$ cat config.mk
export PLATFORM = sky130hd
export DESIGN_NAME = dma_address_gen_flat
export DESIGN_NICKNAME = d
export VERILOG_FILES = /design/src/rtl/dma_address_gen_if.sv /design/src/rtl/dma_address_gen.sv /design/src/flat_wrapper.sv
export SDC_FILE = /design/constraint.sdc
export NUM_CORES = 1
export LEC_CHECK = 0
export CAP_MARGIN = 10
export CORE_MARGIN = 1
export CORE_UTILIZATION = 59
export CTS_BUF_LIST = sky130_fd_sc_hd__clkbuf_2 sky130_fd_sc_hd__clkbuf_4 sky130_fd_sc_hd__clkbuf_8
export DETAILED_ROUTE_END_ITERATION = 10
export PLACE_DENSITY = 0.77
export SYNTH_ARGS = -nofsm -noshare
export SYNTH_HDL_FRONTEND = slang
export SYNTH_SLANG_ARGS = --single-unit
$ cat constraint.sdc
create_clock -name clk -period 8.2 [get_ports clk]
set_clock_uncertainty 0.1 [all_clocks]
set_input_delay 1.64 -clock clk [delete_from_list [all_inputs] [get_ports clk]]
set_output_delay 1.64 -clock clk [all_outputs]
set_load 0.02 [all_outputs]
$ cat src/rtl/dma_address_gen_if.sv
// Address handshake and CPU programming bus between the DMA address engine
// and the IO buffer.
interface dma_address_gen_if #(
  parameter int AW = 16
);
  logic          prog_wr;
  logic [3:0]    prog_addr;
  logic [7:0]    prog_data;
  logic [AW-1:0] address_in;
  logic          addr_valid;
  logic          addr_ack;

  // Address engine side: consumes register writes, presents addresses.
  modport master (
    input  prog_wr,
    input  prog_addr,
    input  prog_data,
    input  addr_ack,
    output address_in,
    output addr_valid
  );

  // IO buffer / CPU side.
  modport slave (
    output prog_wr,
    output prog_addr,
    output prog_data,
    output addr_ack,
    input  address_in,
    input  addr_valid
  );
endinterface

$ cat src/rtl/dma_address_gen.sv
// Per-channel DMA address/word-count engine.
//
//  state    | meaning
//  ---------+----------------------------------------------------------
//  IDLE     | not serving; CPU may program base/current registers
//  PRESENT  | load current address of the served channel onto the bus
//  WAIT_ACK | hold address and valid until the IO buffer acknowledges
//  UPDATE   | step address/count, flag terminal count, maybe reload
//
// A programmed count of N moves N+1 words; TC fires on the word that
// finds the count already at zero.
module dma_address_gen #(
  parameter int NCH = 4,
  parameter int AW  = 16,
  localparam int CW = (NCH > 1) ? $clog2(NCH) : 1
) (
  input  logic           clk,
  input  logic           Reset,
  dma_address_gen_if.master bus,
  input  logic           req,
  input  logic [CW-1:0]  chan_sel,
  input  logic           dec_mode,
  input  logic           block_mode,
  input  logic           autoinit,
  input  logic           abort,
  output logic           tc,
  output logic           done,
  output logic           busy
);

  typedef enum logic [1:0] {
    IDLE     = 2'd0,
    PRESENT  = 2'd1,
    WAIT_ACK = 2'd2,
    UPDATE   = 2'd3
  } state_t;

  state_t state, next_state;

  logic [AW-1:0] base_addr [NCH];
  logic [AW-1:0] base_cnt  [NCH];
  logic [AW-1:0] cur_addr  [NCH];
  logic [AW-1:0] cur_cnt   [NCH];
  logic          byte_hi;

  logic [CW-1:0] ch_q;
  logic          dec_q;
  logic          blk_q;
  logic          ainit_q;

  logic [CW-1:0] prog_ch;
  logic          prog_en;
  logic          prog_clr;
  logic          upd_en;
  logic [AW-1:0] act_addr;
  logic [AW-1:0] act_cnt;
  logic [AW-1:0] step_addr;

  assign busy     = (state != IDLE);
  assign prog_ch  = CW'(bus.prog_addr[2:1]);
  // Register writes are only honoured while idle; index 8..15 except 0xC are no-ops.
  assign prog_en  = bus.prog_wr && (state == IDLE) && !bus.prog_addr[3];
  assign prog_clr = bus.prog_wr && (state == IDLE) && (bus.prog_addr == 4'hC);
  assign upd_en   = (state == UPDATE) && !abort;
  assign act_addr = cur_addr[ch_q];
  assign act_cnt  = cur_cnt[ch_q];
  assign step_addr = dec_q ? (act_addr - AW'(1)) : (act_addr + AW'(1));

  // State register.
  always_ff @(posedge clk or negedge Reset) begin
    if (!Reset) state <= IDLE;
    else        state <= next_state;
  end

  // Next-state decode plus the single-cycle tc/done strobes raised in UPDATE.
  always_comb begin
    next_state = state;
    tc         = 1'b0;
    done       = 1'b0;
    case (state)
      IDLE:     if (req) next_state = PRESENT;
      PRESENT:  next_state = WAIT_ACK;
      WAIT_ACK: if (bus.addr_ack) next_state = UPDATE;
      UPDATE: begin
        if (act_cnt == '0) begin
          tc         = 1'b1;
          done       = 1'b1;
          next_state = IDLE;
        end else if (blk_q) begin
          next_state = PRESENT;
        end else begin
          done       = 1'b1;
          next_state = IDLE;
        end
      end
      default:  next_state = IDLE;
    endcase
    // Abort beats everything, including a same-cycle ack.
    if (abort && (state != IDLE)) begin
      next_state = IDLE;
      tc         = 1'b0;
      done       = 1'b0;
    end
  end

  // Service parameters captured with the start request.
  always_ff @(posedge clk or negedge Reset) begin
    if (!Reset) begin
      ch_q    <= '0;
      dec_q   <= 1'b0;
      blk_q   <= 1'b0;
      ainit_q <= 1'b0;
    end else if ((state == IDLE) && req) begin
      ch_q    <= chan_sel;
      dec_q   <= dec_mode;
      blk_q   <= block_mode;
      ainit_q <= autoinit;
    end
  end

  // Address presentation towards the IO buffer; address stays put after the ack.
  always_ff @(posedge clk or negedge Reset) begin
    if (!Reset) begin
      bus.address_in <= '0;
      bus.addr_valid <= 1'b0;
    end else if (abort && (state != IDLE)) begin
      bus.addr_valid <= 1'b0;
    end else if (state == PRESENT) begin
      bus.address_in <= act_addr;
      bus.addr_valid <= 1'b1;
    end else if ((state == WAIT_ACK) && bus.addr_ack) begin
      bus.addr_valid <= 1'b0;
    end
  end

  // Channel register file: CPU byte writes while idle, address/count step in UPDATE.
  always_ff @(posedge clk or negedge Reset) begin
    if (!Reset) begin
      for (int i = 0; i < NCH; i++) begin
        base_addr[i] <= '0;
        base_cnt[i]  <= '0;
        cur_addr[i]  <= '0;
        cur_cnt[i]   <= '0;
      end
      byte_hi <= 1'b0;
    end else begin
      if (prog_en) begin
        if (!bus.prog_addr[0]) begin
          if (!byte_hi) begin
            base_addr[prog_ch][7:0]  <= bus.prog_data;
            cur_addr[prog_ch][7:0]   <= bus.prog_data;
          end else begin
            base_addr[prog_ch][15:8] <= bus.prog_data;
            cur_addr[prog_ch][15:8]  <= bus.prog_data;
          end
        end else begin
          if (!byte_hi) begin
            base_cnt[prog_ch][7:0]   <= bus.prog_data;
            cur_cnt[prog_ch][7:0]    <= bus.prog_data;
          end else begin
            base_cnt[prog_ch][15:8]  <= bus.prog_data;
            cur_cnt[prog_ch][15:8]   <= bus.prog_data;
          end
        end
        byte_hi <= ~byte_hi;
      end else if (prog_clr) begin
        byte_hi <= 1'b0;
      end

      if (upd_en) begin
        if (act_cnt == '0) begin
          // Terminal count: autoinit reload takes precedence over the step.
          if (ainit_q) begin
            cur_addr[ch_q] <= base_addr[ch_q];
            cur_cnt[ch_q]  <= base_cnt[ch_q];
          end else begin
            cur_addr[ch_q] <= step_addr;
            cur_cnt[ch_q]  <= '1;
          end
        end else begin
          cur_addr[ch_q] <= step_addr;
          cur_cnt[ch_q]  <= act_cnt - AW'(1);
        end
      end
    end
  end

endmodule
$ cat src/flat_wrapper.sv
// flat-port wrapper written by rule: the top's interface ports become plain ports
module dma_address_gen_flat 
#(
  parameter int NCH = 4,
  parameter int AW  = 16,
  localparam int CW = (NCH > 1) ? $clog2(NCH) : 1
)
  (clk, Reset, req, chan_sel, dec_mode, block_mode, autoinit, abort, tc, done, busy, bus_prog_wr, bus_prog_addr, bus_prog_data, bus_addr_ack, bus_address_in, bus_addr_valid);
  dma_address_gen_if #(.AW(AW)) bus_i ();
  input  logic clk;
  input  logic Reset;
  input  logic req;
  input  logic [CW-1:0] chan_sel;
  input  logic dec_mode;
  input  logic block_mode;
  input  logic autoinit;
  input  logic abort;
  output logic tc;
  output logic done;
  output logic busy;
  input wire logic [$bits(bus_i.prog_wr)-1:0] bus_prog_wr;
  input wire logic [$bits(bus_i.prog_addr)-1:0] bus_prog_addr;
  input wire logic [$bits(bus_i.prog_data)-1:0] bus_prog_data;
  input wire logic [$bits(bus_i.addr_ack)-1:0] bus_addr_ack;
  output wire logic [$bits(bus_i.address_in)-1:0] bus_address_in;
  output wire logic [$bits(bus_i.addr_valid)-1:0] bus_addr_valid;
  assign bus_i.prog_wr = bus_prog_wr;
  assign bus_i.prog_addr = bus_prog_addr;
  assign bus_i.prog_data = bus_prog_data;
  assign bus_i.addr_ack = bus_addr_ack;
  assign bus_address_in = bus_i.address_in;
  assign bus_addr_valid = bus_i.addr_valid;
  dma_address_gen #(.NCH(NCH), .AW(AW)) u_core (.clk(clk), .Reset(Reset), .bus(bus_i), .req(req), .chan_sel(chan_sel), .dec_mode(dec_mode), .block_mode(block_mode), .autoinit(autoinit), .abort(abort), .tc(tc), .done(done), .busy(busy));
endmodule
==> metrics.yaml <==
yosys:
  yosys_most_used_dff: "dfrtp_1"
  synthArstFlopShare: 1.00
  synth.cell_area_um2: 15100
  synth_area_leaders: "dfrtp_1 (47%), mux2_2 (17%), mux4_2 (8.7%)"
  synth_seq_area_share: 0.466
  synthCells: 1308
  yosys-top-cells-count: "dfrtp_1 (281), mux2_2 (222), nand2_1 (121), clkbuf_1 (83), o21ai_0 (76)"
  yosys.cell_types.count: 64
  syn-num-nets: 1352
  ys_warn_count: 0
  ys_ff_latch: 281
  synth_area_per_cell_um2: 11.5
  synth.most_common_cell: "dfrtp_1"
  synth_edf_count: 0
  synth_top_area_frac: 0.466
  synth_top_cell_by_area: "dfrtp_1"
clock_tree:
  hold_buffers: 0
  cts.path.max_buffers: 3
  clock_latency_ns: 0.56
  cts_setup_buffers: 0
  cts_resized: 0
  cts_tree: "built"
  cts_root_buf: "clkbuf_8"
  htreeDepth: 2
  clock-sinks: 281
  clk_pin_slew_worst_paths_ns: 0.06
  numCtsBuffers: 45
detailed_routing:
  wirelength_mm: 37.2
  drt.antenna.violating_nets: 0
  vias: 10900
  drt_iter0_markers: 1094
  routedWlPerCell_um: 22.1
  first_pass_iters: 8
  avgViaCountPerCell: 6.45
  drc: 0
worst_setup_path:
  arrival_ns: 4.38
  cp-end-kind: "output port"
  cp_max_fo: 42
  timing.critical_path.from_type: "flip-flop"
  required_ns: 6.46
  path_class: "reg -> out"
layout:
  final_nets: 1367
  drive_above_1_share: 0.300
  syn_to_final_growth_pct: 10.5
  fillers: 1842
  diodes: 0
timing:
  tightest_slew_ns: 1.15
  rsz0062_at_grt: "false"
  setup_viol: 0
  fmax_ghz: 0.163
  period_share: 0.746
  fin_crit_ns: 6.12
  maxSlewViolCount: 0
  relSlewSlack: 0.228
  hold_viol: 0
  finalSetupTns_ns: 0
placement:
  portBuffers: 42
  dpl.hpwl_mm: 22.8
  place_congestion: 0.939
die:
  start_util: 0.601
  num_io_pins: 43
  core_region_area_um2: 25100
  die_width_um: 162
  die_area_um2: 26200
  dieHeight_um: 162
  floorplan.rows: 58
global_routing:
  grt_pass1_wl_mm: 60.2
  grt-ovfl-total: 0
  grtUsageTotal: 0.296
  grt_pass1_vias: 10900
  antenna_found_initial: 0
  grt_max_degree: 80
worst_hold_path:
  hp-class: "reg -> reg"
power_and_ir_drop:
  p_leak_nw: 7.45
  power_density_nw_per_um2: 441
  ir_drop_uv: 273
  total_power_mw: 7.35
status:
  status: "finished clean"
run:
  max_cap_violations: 0
power by group:
group	internal [mW]	total, mW	switching (mW)
registers	2.00	2.43	0.429
clock network	0.681	1.22	0.535
logic	1.70	3.71	2.01
total	4.38	7.35	2.98
flip-flops by register name, indices dropped and copies added (netlist names):
signal                 cells
u_core.state               2
u_core.blk_q               1
u_core.ainit_q             1
u_core.base_cnt           64
u_core.bus.address_in     16
u_core.bus.addr_valid      1
u_core.dec_q               1
u_core.base_addr          64
u_core.cur_cnt            64
u_core.byte_hi             1
u_core.cur_addr           64
u_core.ch_q                2
stage by stage:
| step | cell area, µm² | std cells | hold WS [ns] | setup WS, ns | util |
|---|---|---|---|---|---|
| 3_5_place_dp | 15800 | 1606 | 0.374 | 2.59 | 0.628 |
| 2_1_floorplan | 15100 | 1308 | 0.373 | 3.31 | - |
| 4_1_cts | 16700 | 1682 | 0.387 | 2.07 | 0.664 |
| 5_1_grt | 16700 | 1682 | 0.412 | 1.88 | 0.664 |
| 6_report | 16700 | 1682 | 0.383 | 2.08 | 0.664 |
| 3_3_place_gp | 15800 | 1606 | 0.369 | 2.72 | 0.628 |
final cells by class:
class	count	area, µm²	area share
well taps	330	413	0.0248
flip-flops and latches	281	7040	0.422
repair buffers	70	631	0.0378
clock buffers	73	892	0.0535
inverters	12	45.0	0.00270
multi-input cells	913	7630	0.458
clock inverters	3	17.5	0.00105
cell families (layout without fill, tap and decap cells):
| family | after synthesis | after routing | share of synthesized area |
|---|---|---|---|
| flip-flops | 281 | 281 | 0.466 |
| AND/OR/NAND/NOR | 308 | 308 | 0.100 |
| adder cells (fa/ha/maj) | 21 | 21 | 0.0179 |
| buffers and inverters | 114 | 158 | 0.0297 |
| multiplexers | 318 | 318 | 0.277 |
| AO/OA/AOI/OAI | 252 | 252 | 0.101 |
| XOR/XNOR | 14 | 14 | 0.00813 |
metal layers:
metal	share of wire	vias up	track usage
li1	-	4829	-
met5	0	-	0
met1	0.44	5494	0.432
met4	0.025	0	0.0935
met3	0.073	71	0.0449
met2	0.46	459	0.458
worst paths after layout:
path	slack (ns)	start	cells after the start	to
setup / recovery	2.08	u_core.ch_q[0]$_DFFE_PN0P_	6	done
hold / removal	0.38	u_core.bus.address_in[1]$_DFFE_PN0P_	2	u_core.bus.address_in[1]$_DFFE_PN0P_
setup reg to reg	2.50	u_core.ch_q[0]$_DFFE_PN0P_	10	u_core.cur_addr[47]$_DFF_PN0_
hold reg to reg	0.38	u_core.bus.address_in[1]$_DFFE_PN0P_	2	u_core.bus.address_in[1]$_DFFE_PN0P_
max in group asynchronous	5.63	Reset	2	u_core.base_addr[7]$_DFFE_PN0P_
min in group asynchronous	0.95	Reset	1	u_core.bus.address_in[7]$_DFFE_PN0P_
critical path, stage by stage (launching register included):
cell and delay [ns]:
dfrtp_4 0.93, mux4_2 0.65, nor2_1 0.33, nand4_2 0.32
or4b_4 0.73, a21oi_1 0.19, clkdlybuf4s50_1 0.61
placed cells by master (no fill, tap or decap), types with 18 or more instances in the layout:
cell             count
ha_1                20
mux2_2             222
clkdlybuf4s50_1     40
clkbuf_8            55
a211oi_1            35
a21oi_1             65
nor2_1              47
nor2b_1             45
clkbuf_4            18
nand2_1            120
buf_4               28
o21ai_0             76
mux2i_1             38
mux4_2              58
dfrtp_1            279
Power figures use the tool's default switching activity.
